[src/rtl/fir_serial_filter_if.sv]
// fir_serial_filter_if: sample, coefficient-write and result bundle
// master drives the inputs, slave is the filter.
interface fir_serial_filter_if #(
  parameter int DATA_W = 16,
  parameter int COEF_W = 16,
  parameter int AW     = 4
);
  logic                     i_cen;
  logic signed [DATA_W-1:0] i_data;
  logic                     i_coef_we;
  logic [AW-1:0]            i_coef_addr;
  logic signed [COEF_W-1:0] i_coef_data;
  logic                     i_clr_overrun;
  logic signed [DATA_W-1:0] o_data;
  logic                     o_valid;
  logic                     o_busy;
  logic                     o_overrun;
  logic                     o_coef_err;

  modport master (
    output i_cen, i_data, i_coef_we, i_coef_addr,
    output i_coef_data, i_clr_overrun,
    input  o_data, o_valid, o_busy, o_overrun, o_coef_err
  );

  modport slave (
    input  i_cen, i_data, i_coef_we, i_coef_addr,
    input  i_coef_data, i_clr_overrun,
    output o_data, o_valid, o_busy, o_overrun, o_coef_err
  );
endinterface

[src/rtl/fir_serial_filter.sv]
// fir_serial_filter: time-multiplexed FIR, one MAC per clock per tap.
// Optional FIR_SATURATION_EN clamps the output instead of wrapping.
module fir_serial_filter #(
  parameter int TAPS      = 16,
  parameter int DATA_W    = 16,
  parameter int COEF_W    = 16,
  parameter int OUT_SHIFT = 15
) (
  input logic               clk,
  input logic               rst,
  fir_serial_filter_if.slave bus
);
  localparam int AW    = $clog2(TAPS);
  localparam int PW    = DATA_W + COEF_W;
  localparam int ACC_W = PW + AW;

  typedef enum logic [1:0] {
    IDLE,
    MAC,
    OUT
  } state_t;

  state_t state_q, state_d;

  logic signed [DATA_W-1:0] x_mem [TAPS];
  logic signed [COEF_W-1:0] h_mem [TAPS];
  logic [AW-1:0]            wptr_q;
  logic [AW-1:0]            k_q;
  logic [AW-1:0]            rd_idx;
  logic signed [ACC_W-1:0]  acc_q;
  logic signed [PW-1:0]     prod;
  logic signed [DATA_W-1:0] fmt;
  logic                     busy;

  assign busy       = (state_q != IDLE);
  assign bus.o_busy = busy;
  assign rd_idx     = wptr_q - k_q;
  assign prod       = PW'(x_mem[rd_idx]) * PW'(h_mem[k_q]);

`ifdef FIR_SATURATION_EN
  localparam logic signed [ACC_W-1:0] SAT_MAX =
    $signed({{(ACC_W-DATA_W+1){1'b0}}, {(DATA_W-1){1'b1}}});
  localparam logic signed [ACC_W-1:0] SAT_MIN =
    $signed({{(ACC_W-DATA_W+1){1'b1}}, {(DATA_W-1){1'b0}}});

  logic signed [ACC_W-1:0] shifted;
  assign shifted = acc_q >>> OUT_SHIFT;

  // clamp the scaled accumulator into the output range
  always_comb begin
    fmt = shifted[DATA_W-1:0];
    if (shifted > SAT_MAX)
      fmt = {1'b0, {(DATA_W-1){1'b1}}};
    else if (shifted < SAT_MIN)
      fmt = {1'b1, {(DATA_W-1){1'b0}}};
  end
`else
  assign fmt = DATA_W'(acc_q >>> OUT_SHIFT);
`endif

  // state register
  always_ff @(posedge clk or posedge rst) begin
    if (rst) state_q <= IDLE;
    else     state_q <= state_d;
  end

  // next-state: MAC runs exactly TAPS cycles
  always_comb begin
    state_d = state_q;
    unique case (state_q)
      IDLE: if (bus.i_cen) state_d = MAC;
      MAC:  if (k_q == AW'(TAPS - 1)) state_d = OUT;
      OUT:  state_d = IDLE;
      default: state_d = IDLE;
    endcase
  end

  // datapath, coefficient port and status flags
  always_ff @(posedge clk or posedge rst) begin
    if (rst) begin
      for (int i = 0; i < TAPS; i++) begin
        x_mem[i] <= '0;
        h_mem[i] <= '0;
      end
      wptr_q         <= '0;
      k_q            <= '0;
      acc_q          <= '0;
      bus.o_data     <= '0;
      bus.o_valid    <= 1'b0;
      bus.o_overrun  <= 1'b0;
      bus.o_coef_err <= 1'b0;
    end else begin
      bus.o_valid    <= 1'b0;
      bus.o_coef_err <= 1'b0;
      if (bus.i_coef_we) begin
        if (busy) bus.o_coef_err <= 1'b1;
        else      h_mem[bus.i_coef_addr] <= bus.i_coef_data;
      end
      if (bus.i_cen && busy)    bus.o_overrun <= 1'b1;
      else if (bus.i_clr_overrun) bus.o_overrun <= 1'b0;
      unique case (state_q)
        IDLE: begin
          if (bus.i_cen) begin
            x_mem[wptr_q] <= bus.i_data;
            acc_q         <= '0;
            k_q           <= '0;
          end
        end
        MAC: begin
          acc_q <= acc_q + ACC_W'(prod);
          k_q   <= k_q + 1'b1;
        end
        OUT: begin
          bus.o_data  <= fmt;
          bus.o_valid <= 1'b1;
          wptr_q      <= wptr_q + 1'b1;
        end
        default: ;
      endcase
    end
  end
endmodule

[src/flat_wrapper.sv]
// flat-port wrapper written by rule: the top's interface ports become plain ports
module fir_serial_filter_flat 
#(
  parameter int TAPS      = 16,
  parameter int DATA_W    = 16,
  parameter int COEF_W    = 16,
  parameter int OUT_SHIFT = 15
)
  (clk, rst, bus_i_cen, bus_i_data, bus_i_coef_we, bus_i_coef_addr, bus_i_coef_data, bus_i_clr_overrun, bus_o_data, bus_o_valid, bus_o_busy, bus_o_overrun, bus_o_coef_err);
  fir_serial_filter_if #(.DATA_W(DATA_W), .COEF_W(COEF_W), .AW(4)) bus_i ();
  input logic clk;
  input logic rst;
  input wire logic [$bits(bus_i.i_cen)-1:0] bus_i_cen;
  input wire logic [$bits(bus_i.i_data)-1:0] bus_i_data;
  input wire logic [$bits(bus_i.i_coef_we)-1:0] bus_i_coef_we;
  input wire logic [$bits(bus_i.i_coef_addr)-1:0] bus_i_coef_addr;
  input wire logic [$bits(bus_i.i_coef_data)-1:0] bus_i_coef_data;
  input wire logic [$bits(bus_i.i_clr_overrun)-1:0] bus_i_clr_overrun;
  output wire logic [$bits(bus_i.o_data)-1:0] bus_o_data;
  output wire logic [$bits(bus_i.o_valid)-1:0] bus_o_valid;
  output wire logic [$bits(bus_i.o_busy)-1:0] bus_o_busy;
  output wire logic [$bits(bus_i.o_overrun)-1:0] bus_o_overrun;
  output wire logic [$bits(bus_i.o_coef_err)-1:0] bus_o_coef_err;
  assign bus_i.i_cen = bus_i_cen;
  assign bus_i.i_data = bus_i_data;
  assign bus_i.i_coef_we = bus_i_coef_we;
  assign bus_i.i_coef_addr = bus_i_coef_addr;
  assign bus_i.i_coef_data = bus_i_coef_data;
  assign bus_i.i_clr_overrun = bus_i_clr_overrun;
  assign bus_o_data = bus_i.o_data;
  assign bus_o_valid = bus_i.o_valid;
  assign bus_o_busy = bus_i.o_busy;
  assign bus_o_overrun = bus_i.o_overrun;
  assign bus_o_coef_err = bus_i.o_coef_err;
  fir_serial_filter #(.TAPS(TAPS), .DATA_W(DATA_W), .COEF_W(COEF_W), .OUT_SHIFT(OUT_SHIFT)) u_core (.clk(clk), .rst(rst), .bus(bus_i));
endmodule
[config.mk]
export PLATFORM = sky130hd
export DESIGN_NAME = fir_serial_filter_flat
export DESIGN_NICKNAME = d
export VERILOG_FILES = /design/src/rtl/fir_serial_filter_if.sv /design/src/rtl/fir_serial_filter.sv /design/src/flat_wrapper.sv
export SDC_FILE = /design/constraint.sdc
export NUM_CORES = 2
export LEC_CHECK = 0
export BUFFER_PORTS_ARGS = -buffer_cell sky130_fd_sc_hd__buf_2
export CORE_ASPECT_RATIO = 0.7
export CORE_MARGIN = 1.5
export CORE_UTILIZATION = 35
export CTS_CLUSTER_SIZE = 28
export DETAILED_ROUTE_END_ITERATION = 10
export PLACE_DENSITY = 0.49
export RECOVER_POWER = 100
export SYNTH_ARGS = -nofsm -noshare
export SYNTH_HDL_FRONTEND = slang
export SYNTH_SLANG_ARGS = --single-unit
[constraint.sdc]
create_clock -name clk -period 30.5 [get_ports clk]
set_input_delay 4.575 -clock clk [delete_from_list [all_inputs] [get_ports clk]]
set_output_delay 4.575 -clock clk [all_outputs]
set_load 0.01 [all_outputs]
=== Yosys cells after proc, flatten, opt, wreduce, memory -nomap -nowiden ===
Index checks and enable logic that the tools add are counted.

* Bits in registers: 577
* Output and inout bits: 20

* $add $sub $neg: 4
* Multiply operators: 1
* Magnitude comparators: 6
* Equal/unequal tests: 5
* Muxes and demuxes: 24
* Bitwise gates (word level): 5
* Reduce and logical (&&, ||, !) cells: 11

{| class="wikitable"
|+ Operators with widths
! operator !! number
|-
| 256-bit bitwise mux || 2
|-
| 16-bit binary-select mux with 4-bit select || 2
|-
| 16-bit demux with 4-bit select || 2
|-
| 16-bit two-way mux || 6
|-
| 36-bit case mux with 2 select lines || 1
|-
| 36-bit by 32-bit adder with 36-bit output || 1
|-
| 36-bit two-way mux || 1
|-
| 16-bit by 16-bit multiplier with 32-bit output || 1
|-
| 5-bit >= comparator (second input constant) || 4
|-
| 4-bit NOT with 5-bit output || 4
|-
| 5-bit by 1-bit < comparator with 1-bit output (second input constant) || 2
|-
| 4-bit by 1-bit adder with 4-bit output (second input constant) || 2
|-
| 4-bit case mux with 2 select lines || 1
|-
| 2-bit AND reduction || 4
|-
| 2-bit nonzero test || 3
|-
| 1-bit two-way mux || 5
|-
| 4-bit equality test (second input constant) || 1
|-
| 2-bit two-way mux || 2
|-
| 4-bit two-way mux || 1
|-
| 2-bit case mux with 2 select lines || 1
|-
| 4-bit subtractor || 1
|-
| 1-bit logical AND || 3
|-
| 2-bit by 1-bit equality test with 1-bit output (second input constant) || 1
|-
| 2-bit equality test (second input constant) || 1
|-
| other kinds (4) || 4
|}

=== Logic depth before layout (Yosys ltp) ===
* Depth in word-level cells: 8
* Mapped depth: 36
* Mapped depth without buffers: 31

=== Least setup slack after synthesis ===
OpenSTA, ideal clock, no wires.

* Path type: reg2reg
* Start: register u_core.k_q[1]
* End: register u_core.acc_q[29]
* Setup time: 0.069 ns
* Data arrival time: 8.458 ns
* Data required time: 30.431 ns
* Setup slack: 21.973 ns
* Stages on the path, launching flop included: 33
* Buffers on the path: 6
* Period minus slack after synthesis: 8.527 ns
* Cell sequence: dfrtp_1 buf_4 buf_2 buf_1 inv_1 fa_1 buf_2 buf_4 mux4_2 mux2i_1 nor2_1 a21oi_1 clkbuf_1 nor2_1 fa_1 inv_1 fa_1 fa_1 inv_1 ha_1 fa_1 inv_1 fa_1 inv_1 ha_1 a2111oi_2 o21ai_1 a221oi_4 a211oi_2 o31ai_2 o21ai_1 or4b_1 nand3_1

* Longest elaborated chain between the ends: 8
* Elaborated cells between the ends (all ways): 12

{| class="wikitable"
|+ RTL lines
! what !! line !! source
|-
| from (decl) || fir_serial_filter.sv:28 || <nowiki>logic [AW-1:0] k_q;</nowiki>
|-
| from (signal assigned) || fir_serial_filter.sv:111 || <nowiki>k_q <= k_q + 1'b1;</nowiki>
|-
| 4-bit subtractor || fir_serial_filter.sv:37 || <nowiki>assign rd_idx = wptr_q - k_q;</nowiki>
|-
| 4-bit NOT with 5-bit output (not written as such) || fir_serial_filter.sv:38 || <nowiki>assign prod = PW'(x_mem[rd_idx]) * PW'(h_mem[k_q]);</nowiki>
|-
| 16-bit binary-select mux with 4-bit select || fir_serial_filter.sv:38 ||
|-
| 16-bit two-way mux (not written as such) (2 in series) || fir_serial_filter.sv:38 ||
|-
| 16-bit by 16-bit multiplier with 32-bit output * || fir_serial_filter.sv:38 ||
|-
| 36-bit by 32-bit adder with 36-bit output * || fir_serial_filter.sv:110 || <nowiki>acc_q <= acc_q + ACC_W'(prod);</nowiki>
|-
| 36-bit case mux with 2 select lines * || fir_serial_filter.sv:101 || <nowiki>unique case (state_q)</nowiki>
|-
| to (signal assigned) || fir_serial_filter.sv:110 ||
|-
| to (decl) || fir_serial_filter.sv:30 || <nowiki>logic signed [ACC_W-1:0] acc_q;</nowiki>
|}

Mark *: on every way between the ends. The rest lies on a longest branch, timed or not. The select of a mux whose other input is x is not followed.
A chain may end at the register's enable or synchronous reset.

==> metrics.csv <==
metric;value;unit
required;28.75;ns
grt_overflow;0;
setup_viol;0;
drt_pass1_iterations;5;
die_area;0.105;sq mm
seq_area_frac_synth;39.5;%
clk_pin_slew_worst_paths;0.06;ns
cts_max_level;2;
synthToLayoutAreaGrowth;10.4;%
setup_tns;0;ns
core-area;0.102;sq mm
synthArstFlopShare;100;%
drive_above_1_share;27.8;%
fin_skew;0.0386;ns
fill_cells;9731;
fin_nets;3345;
syn-mean-instance-area;12.6;sq um
fmax;59.5;MHz
path_class;in -> async;
seqCellArea;0.0143;sq mm
critPathLaunchType;input port;
cts.sinks;572;
wl_per_cell;21.9;um
hold_violations;0;
crit_path_end_kind;asynchronous set/reset pin;
rows;98;
ys.flop_type;dfrtp_1;
tightest_slew;9.91;ns
io_buffer_count;60;
ys_ff_latch;572;
grt_usage;18.4;%
cts_hold_buf;0;
final_util;39.0;%
vias;22300;
cp.buffers_inverters;3;
worstSkewPairLatency;0.66;ns
final_cell_count_no_fill;4317;
grt_pass1_vias;24500;
slowest_delay;7.12;ns
numCtsBuffers;60;
worstHoldPathCells;2;
synth_cell_type_count;61;
die_y;272;um
finalInstanceArea;0.0400;sq mm
crit_slowest_cell;clkbuf_1;
rr_worst_depth;24;
tritoncts;done;
drv_slew;1016;
crit_family;buffers and inverters;
antenna_found_initial;7;
die_w;388;um
drtIter0Drc;1412;
post_cts_buffers;0;
status;finished with violations;
syn-cell-area;0.0362;sq mm
synth_edf_count;0;
cts-root-buf;clkbuf_16;
critical_path_depth;3;
fin_crit;16.82;ns
clockBufferDepth;3;
rsz0062_at_grt;false;
crit_chain;buf_2 > clkinvlp_2 > clkbuf_1;
placed_area;0.0381;sq mm
viasPerCell;5.16;
grt_pass1_wl;149000;um
drtAntennaViolNets;0;
floorplan.initialDensity;35.4;%
hpwl;64300;um
syn_nets;3315;
holdCritPathClass;reg -> reg;
drc;0;
drv_cap;32;
violations;max-capacitance violations, max-slew violations;
ios;61;
worstPathArrival;15.07;ns
post-route-period-util;55.1;%
relSlewSlack;-561;%
dp.cells;4203;
multi_input_area;0.0199;sq mm
crit_fanout;189;
synthCells;2885;
ys.warnings.count;0;
wirelength;94400;um
place.gp.congestion;0.823;
grt_start_max_net_pins;190;
cts_resized;0;
cell usage after synthesis (40+ instances only):
cell | number | share of area, %
clkbuf_1 | 95 | 0.98
buf_2 | 40 | 0.55
dfrtp_1 | 572 | 40
nand2_1 | 193 | 2.0
inv_1 | 338 | 3.5
mux4_2 | 96 | 6.0
nand2b_1 | 45 | 0.78
fa_1 | 286 | 16
o21ai_0 | 41 | 0.57
mux2_2 | 521 | 16
mux2i_1 | 84 | 2.3
nor2_1 | 118 | 1.2
ha_1 | 103 | 3.6
final timing paths:
kind	start	to	slack, ns
worst max-delay path	rst	u_core.h_mem[23]	13.68
worst min-delay path	u_core.bus.o_data[3]	u_core.bus.o_data[3]	0.47
worst max register to register	u_core.k_q[0]	u_core.acc_q[29]	17.50
worst min register to register	u_core.bus.o_data[3]	u_core.bus.o_data[3]	0.47
max in group clk	u_core.k_q[0]	u_core.acc_q[29]	17.50
min in group asynchronous	rst	u_core.x_mem[131]	5.65
state kept, by name, indices dropped and copies added, names as in the netlist:
register	cells
u_core.acc_q	31
u_core.bus.o_coef_err	1
u_core.bus.o_data	16
u_core.bus.o_overrun	1
u_core.bus.o_valid	1
u_core.h_mem	256
u_core.k_q	4
u_core.state_q	2
u_core.wptr_q	4
u_core.x_mem	256
layout make-up:
class | instances | area share, %
sequential | 572 | 35.8
inverter | 342 | 3.21
multi-input combinational | 1812 | 49.8
clock buffer | 79 | 4.23
timing repair buffer | 127 | 1.65
tap | 1350 | 4.22
clock inverter | 33 | 1.06
antenna | 2 | 0.0125
per-layer routing:
layer	track usage (%)	vias to the layer above	wire length, um
li1	-	9787	-
met5	0	-	52
met3	2.59	106	3830
met1	26.8	12000	45500
met2	29.5	385	43500
met4	3.62	8	1500
logic make-up (layout without fill, tap and decap cells):
logic type	count (synthesis)	count (layout)	synth area share, %
AOI/OAI and AO/OA	193	193	3.74
xor gates and xnor gates	45	45	1.13
adders and majority gates	389	389	19.4
buffers and inverters	501	581	5.61
DFF	572	572	39.5
muxes	706	706	24.6
other	0	2	0
and+or+nand+nor	479	479	6.00
placed cells by master, fill, tap and decap left out, types with 6 or more instances in the layout:
cell and count:
dfrtp_1 571, mux2_2 521, inv_1 337, fa_1 285
nand2_1 193, nor2_1 113, ha_1 102, mux4_2 96
mux2i_1 84, clkbuf_1 62, clkbuf_16 60, o21ai_0 46
nand2b_1 45, a21oi_1 39, buf_4 37, nor2b_1 36
nand3_1 35, buf_2 35, o221ai_1 31, xnor2_1 28
nor3_1 19, a21o_1 15, xor2_1 14, clkinv_2 14
clkbuf_8 12, o22ai_1 11, and2_1 10, a211oi_1 9
bufinv_16 8, o21a_1 6
stage by stage:
stage,hold WS (ns),setup slack (ns)
global route,0.508,10.87
detailed placement,0.457,20.21
CTS,0.473,20.15
finish,0.473,13.68
floorplan,0.456,9.92
global placement,0.458,20.32
tightest hold or removal path, delay by kind of cell (launching register included):
family,cells,cell delay (ns)
DFF,1,0.34
and+or+nand+nor,2,0.10
Power is left out: the tool's default activity adds up to more than one toggle a clock period on the data nets, which glitch-free logic cannot reach.
